File: config.mk
export PLATFORM = sky130hd
export DESIGN_NAME = board_scan_reader
export DESIGN_NICKNAME = d
export VERILOG_FILES = /design/src/rtl/board_pkg.sv /design/src/rtl/board_addr_walker.sv /design/src/rtl/board_scan_reader.sv
export SDC_FILE = /design/constraint.sdc
export NUM_CORES = 1
export LEC_CHECK = 0
export CAP_MARGIN = 15
export CORE_MARGIN = 2
export CORE_UTILIZATION = 55
export CTS_BUF_LIST = sky130_fd_sc_hd__clkbuf_4 sky130_fd_sc_hd__clkbuf_8 sky130_fd_sc_hd__clkbuf_16
export CTS_CLUSTER_SIZE = 24
export DETAILED_ROUTE_END_ITERATION = 8
export MAX_ROUTING_LAYER = met4
export PLACE_DENSITY = 0.82
export SYNTH_ARGS = -nofsm -noshare
export SYNTH_HDL_FRONTEND = slang
export SYNTH_HIERARCHICAL = 1
export SYNTH_SLANG_ARGS = --single-unit
File: constraint.sdc
create_clock -name CLOCK -period 5.3 [get_ports CLOCK]
set_input_delay 1.06 -clock CLOCK [delete_from_list [all_inputs] [get_ports CLOCK]]
set_output_delay 1.06 -clock CLOCK [all_outputs]
set_load 0.02 [all_outputs]
File: src/rtl/board_pkg.sv
// Shared board geometry, colour/index types and the scan FSM state encoding.
// Used by board_scan_reader and board_addr_walker.
package board_pkg;

    localparam int unsigned MAX_SIZE = 26;
    localparam int unsigned COLOR_W  = 3;
    localparam int unsigned IDX_W    = 5;
    localparam int unsigned CNT_W    = 10;

    typedef logic [COLOR_W-1:0] color_t;
    typedef logic [IDX_W-1:0]   idx_t;
    typedef logic [CNT_W-1:0]   cnt_t;

    localparam idx_t IDX_ONE = idx_t'(1);
    localparam cnt_t CNT_ONE = cnt_t'(1);

    typedef enum logic [1:0] {IDLE, SCAN, DRAIN, FIN} scan_state_t;

    function automatic idx_t clamp_size(input idx_t size);
        return (size > idx_t'(MAX_SIZE)) ? idx_t'(MAX_SIZE) : size;
    endfunction

endpackage

File: src/rtl/board_addr_walker.sv
// Row-major (row, col) walker over a size x size region with load, step and
// a last-cell flag; shared with the VGA board renderer.
module board_addr_walker
    import board_pkg::*;
(
    input  logic             clk,
    input  logic             rst_n,
    input  logic             load,
    input  logic             step,
    input  logic [IDX_W-1:0] size,
    output logic [IDX_W-1:0] row,
    output logic [IDX_W-1:0] col,
    output logic             last
);

    logic col_wrap;

    assign col_wrap = ((col + IDX_ONE) == size);
    assign last     = col_wrap && ((row + IDX_ONE) == size);

    always_ff @(posedge clk or negedge rst_n) begin
        if (!rst_n) begin
            row <= '0;
            col <= '0;
        end else if (load) begin
            row <= '0;
            col <= '0;
        end else if (step) begin
            if (col_wrap) begin
                col <= '0;
                row <= row + IDX_ONE;
            end else begin
                col <= col + IDX_ONE;
            end
        end
    end

endmodule

File: src/rtl/board_scan_reader.sv
// Scans the active board region, reports uniformity (WON) and top-left match count.
// Optional BOARD_SCAN_EARLY_EXIT_EN: stop reading at the first mismatching cell.
module board_scan_reader
    import board_pkg::*;
(
    input  logic               CLOCK,
    input  logic               RESET_N,
    input  logic               START,
    input  logic [IDX_W-1:0]   SIZE,
    output logic               RD_EN,
    output logic [IDX_W-1:0]   RD_ROW,
    output logic [IDX_W-1:0]   RD_COL,
    input  logic [COLOR_W-1:0] RD_DATA,
    output logic               DONE,
    output logic               WON,
    output logic [CNT_W-1:0]   MATCH_COUNT,
    output logic [COLOR_W-1:0] REF_COLOR
);

    scan_state_t state;
    idx_t        eff_size;
    idx_t        req_size;
    logic        dvalid;
    logic        have_ref;
    logic        is_match;
    logic        abort;
    logic        accept;
    logic        walk_step;
    logic        walk_last;

    assign req_size = clamp_size(SIZE);
    assign accept   = (state == IDLE) && START && !DONE;
    assign is_match = (RD_DATA == REF_COLOR);

`ifdef BOARD_SCAN_EARLY_EXIT_EN
    assign abort = dvalid && have_ref && !is_match;
`else
    assign abort = 1'b0;
`endif

    assign walk_step = (state == SCAN) && !walk_last && !abort;

    board_addr_walker u_walker (
        .clk   (CLOCK),
        .rst_n (RESET_N),
        .load  (accept),
        .step  (walk_step),
        .size  (eff_size),
        .row   (RD_ROW),
        .col   (RD_COL),
        .last  (walk_last)
    );

    always_ff @(posedge CLOCK or negedge RESET_N) begin
        if (!RESET_N) begin
            state       <= IDLE;
            eff_size    <= '0;
            RD_EN       <= 1'b0;
            dvalid      <= 1'b0;
            have_ref    <= 1'b0;
            DONE        <= 1'b0;
            WON         <= 1'b0;
            MATCH_COUNT <= '0;
            REF_COLOR   <= '0;
        end else begin
            // An abort also squashes the read still in flight.
            dvalid <= RD_EN && !abort;

            if (dvalid) begin
                if (!have_ref) begin
                    REF_COLOR   <= RD_DATA;
                    have_ref    <= 1'b1;
                    MATCH_COUNT <= MATCH_COUNT + CNT_ONE;
                end else if (is_match) begin
                    MATCH_COUNT <= MATCH_COUNT + CNT_ONE;
                end else begin
                    WON <= 1'b0;
                end
            end

            case (state)
                IDLE: begin
                    if (accept) begin
                        eff_size    <= req_size;
                        WON         <= 1'b1;
                        MATCH_COUNT <= '0;
                        have_ref    <= 1'b0;
                        if (req_size == '0) begin
                            state <= FIN;
                        end else begin
                            state <= SCAN;
                            RD_EN <= 1'b1;
                        end
                    end
                end
                SCAN: begin
                    if (abort || walk_last) begin
                        RD_EN <= 1'b0;
                        state <= DRAIN;
                    end
                end
                DRAIN: begin
                    if (!dvalid) begin
                        state <= FIN;
                        DONE  <= 1'b1;
                    end
                end
                FIN: begin
                    // Empty boards enter FIN with DONE low; it rises one edge later.
                    if (DONE && !START) begin
                        DONE  <= 1'b0;
                        state <= IDLE;
                    end else begin
                        DONE <= 1'b1;
                    end
                end
                default: state <= IDLE;
            endcase
        end
    end

endmodule

==> impl_metrics.json <==
{
  "cp_cell_sequence": "ha_1, and2b_2, o21a_1, o211a_1, o2111a_1, nor2_1, o2111ai_2, or3_1, a21oi_1",
  "synth.avg_cell_area_um2": 9.76,
  "setup_viol": 0,
  "drc": 0,
  "vdd_drop_max_mv": 0.377,
  "skew_ns": 0.00404,
  "gr-usage-met1": 0.287,
  "use_met2": 0.423,
  "antenna_found_initial": 0,
  "arrival_ns": 3.47,
  "required_ns": 5.50,
  "place.gp.congestion": 0.879,
  "grt_max_degree": 36,
  "h-tree-depth": 2,
  "synth.ff_latch_count": 35,
  "cts_hold_buf": 0,
  "cp_slowest_stage_delay_ns": 0.51,
  "cp-end-kind": "flop",
  "power.density_mw_per_mm2": 520,
  "ys.flop_type": "dfrtp_1",
  "dp.cells": 297,
  "fp.dieW_um": 66.1,
  "io_buffers": 36,
  "area_delta_synth_final_pct": 23.0,
  "cts_root_buffer": "clkbuf_8",
  "syn_nets": 236,
  "min_period_ns": 3.27,
  "vias": 1804,
  "ctsResizeCount": 0,
  "synth_warnings": 6,
  "netlist_area_mm2": 0.00212,
  "fmax_mhz": 306,
  "fp.dieH_um": 66.1,
  "grtUsageMet3": 0.0545,
  "grt_pass1_vias": 1770,
  "p_leak_nw": 1.22,
  "maxCapViolations": 0,
  "clk_path_buf_depth": 2,
  "diodes": 0,
  "drt_pre_antenna_iters": 4,
  "top_usage_layer": "met2",
  "fp.coreArea_mm2": 0.00369,
  "start_kind": "flop",
  "hold_path_depth": 0,
  "stdcell_count": 304,
  "crit_slowest_cell": "nor2_1",
  "wl_um": 4560,
  "fillers": 301,
  "grt_setup_unrepaired": "false",
  "synthCells": 217,
  "setup-tns-final_ns": 0,
  "hold_slack_ns": 0.457,
  "drive_above_1_share": 0.0938,
  "slew_headroom": 0.469,
  "die-area_mm2": 0.00436,
  "hpwl_um": 3340,
  "final_cell_mix": "36 x clkdlybuf4s50_1, 35 x dfrtp_1, 20 x nand2_1",
  "hold_path_class": "reg2reg",
  "clock_latency_ns": 0.28,
  "rr_worst_depth": 9,
  "synth_edf_count": 0,
  "worst-path-max-fanout": 9,
  "grt_overflow": 0,
  "async_reset_ff_frac": 1.00,
  "totalPowerFinal_mw": 1.35,
  "path_class": "reg2reg",
  "slew_violations": 0,
  "clk_pin_slew_ns": 0.07,
  "drt_iter0_markers": 100,
  "status": "finished clean",
  "layout_commonest_cell": "clkdlybuf4s50_1",
  "avgRoutedWirePerCell_um": 15.0,
  "finalHoldViolCount": 0,
  "clock_sinks": 35,
  "antenna_left": 0,
  "finalCoreUtilization": 0.707,
  "vias_per_cell": 5.93,
  "nets": 275,
  "row_count": 22,
  "initial_core_util": 0.574,
  "fin_crit_sh": 0.617,
  "cts_tree": "yes",
  "cts_buffers": 5,
  "post-cts-setup-buffer-count": 0,
  "io_pins": 37,
  "track_usage": 0.249,
  "grt_pass1_wl_um": 7930,
  "ys_seq_area_frac": 0.413,
  "synth_cell_types": 54,
  "worst_slew_pin_slew_ns": 0.795
}
[report_power, final]
| group | leakage (nW) | internal, mW | switching, mW | total [mW] |
|---|---|---|---|---|
| clock network | 0.0470 | 0.102 | 0.0898 | 0.192 |
| logic | 0.728 | 0.323 | 0.356 | 0.679 |
| registers | 0.440 | 0.356 | 0.128 | 0.484 |
| total | 1.22 | 0.781 | 0.574 | 1.35 |
[per-layer routing]
metal,share of wire,up-vias
met5,0,-
met4,0.015,0
met3,0.043,4
met2,0.52,48
met1,0.42,884
li1,-,868
[registers in the layout, summed over array words and instances (netlist names)]
name          cells
have_ref          1
WON               1
u_walker/col      5
dvalid            1
MATCH_COUNT      10
RD_EN             1
eff_size          5
REF_COLOR         3
DONE              1
state             2
u_walker/row      5
[synthesized netlist by cell type (all sizes together) (4+ instances only)]
cell	count	area share
xnor2	8	0.033
nand3	8	0.019
nor2	10	0.019
xor2	12	0.050
and3	4	0.012
or3	5	0.015
o31ai	5	0.018
nand2	20	0.035
dfrtp	35	0.41
a21oi	12	0.028
o21ai	15	0.035
mux2i	5	0.024
ha	8	0.047
inv	11	0.019
[critical path: cells and delay by family, from the launching register on]
kind | cells | cell delay (ns)
adder cells (fa/ha/maj) | 1 | 0.35
AO/OA/AOI/OAI | 5 | 1.25
flip-flops | 1 | 0.45
AND/OR/NAND/NOR | 3 | 1.14
[worst paths after layout]
| kind | startpoint | to | slack [ns] |
|---|---|---|---|
| setup / recovery | u_walker/col[0] | u_walker/row[3] | 2.03 |
| hold / removal | RD_EN | dvalid | 0.46 |
| setup reg to reg | u_walker/col[0] | u_walker/row[3] | 2.03 |
| hold reg to reg | RD_EN | dvalid | 0.46 |
| max in group asynchronous | RESET_N | have_ref | 3.80 |
| min in group asynchronous | RESET_N | u_walker/col[4] | 1.19 |
[layout make-up]
type / instances / area [um2] / area share
clock buffer: 6 / 82.6 / 0.0317
clock inverter: 1 / 5.00 / 0.00192
inverter: 11 / 41.3 / 0.0158
multi-input combinational: 166 / 1170 / 0.450
sequential: 35 / 876 / 0.336
tap: 48 / 60.1 / 0.0230
timing repair buffer: 37 / 368 / 0.141
[through the flow]
step / setup WS, ns / cell area, um2
after floorplan: 2.61 / 2120
after global placement: 2.02 / 2520
after detailed placement: 1.95 / 2520
after CTS: 2.06 / 2610
after global routing: 1.82 / 2610
final: 2.03 / 2610
[logic make-up (layout without fill, tap and decap cells)]
group	after synthesis	after routing	share of synthesized area
AND/OR/NAND/NOR	73	73	0.194
AO/OA/AOI/OAI	57	57	0.191
flip-flops	35	35	0.413
XOR/XNOR	20	20	0.0827
buffers and inverters	16	55	0.0325
adder cells (fa/ha/maj)	8	8	0.0473
multiplexers	8	8	0.0396
No activity file was read; power rests on OpenSTA's default activity.
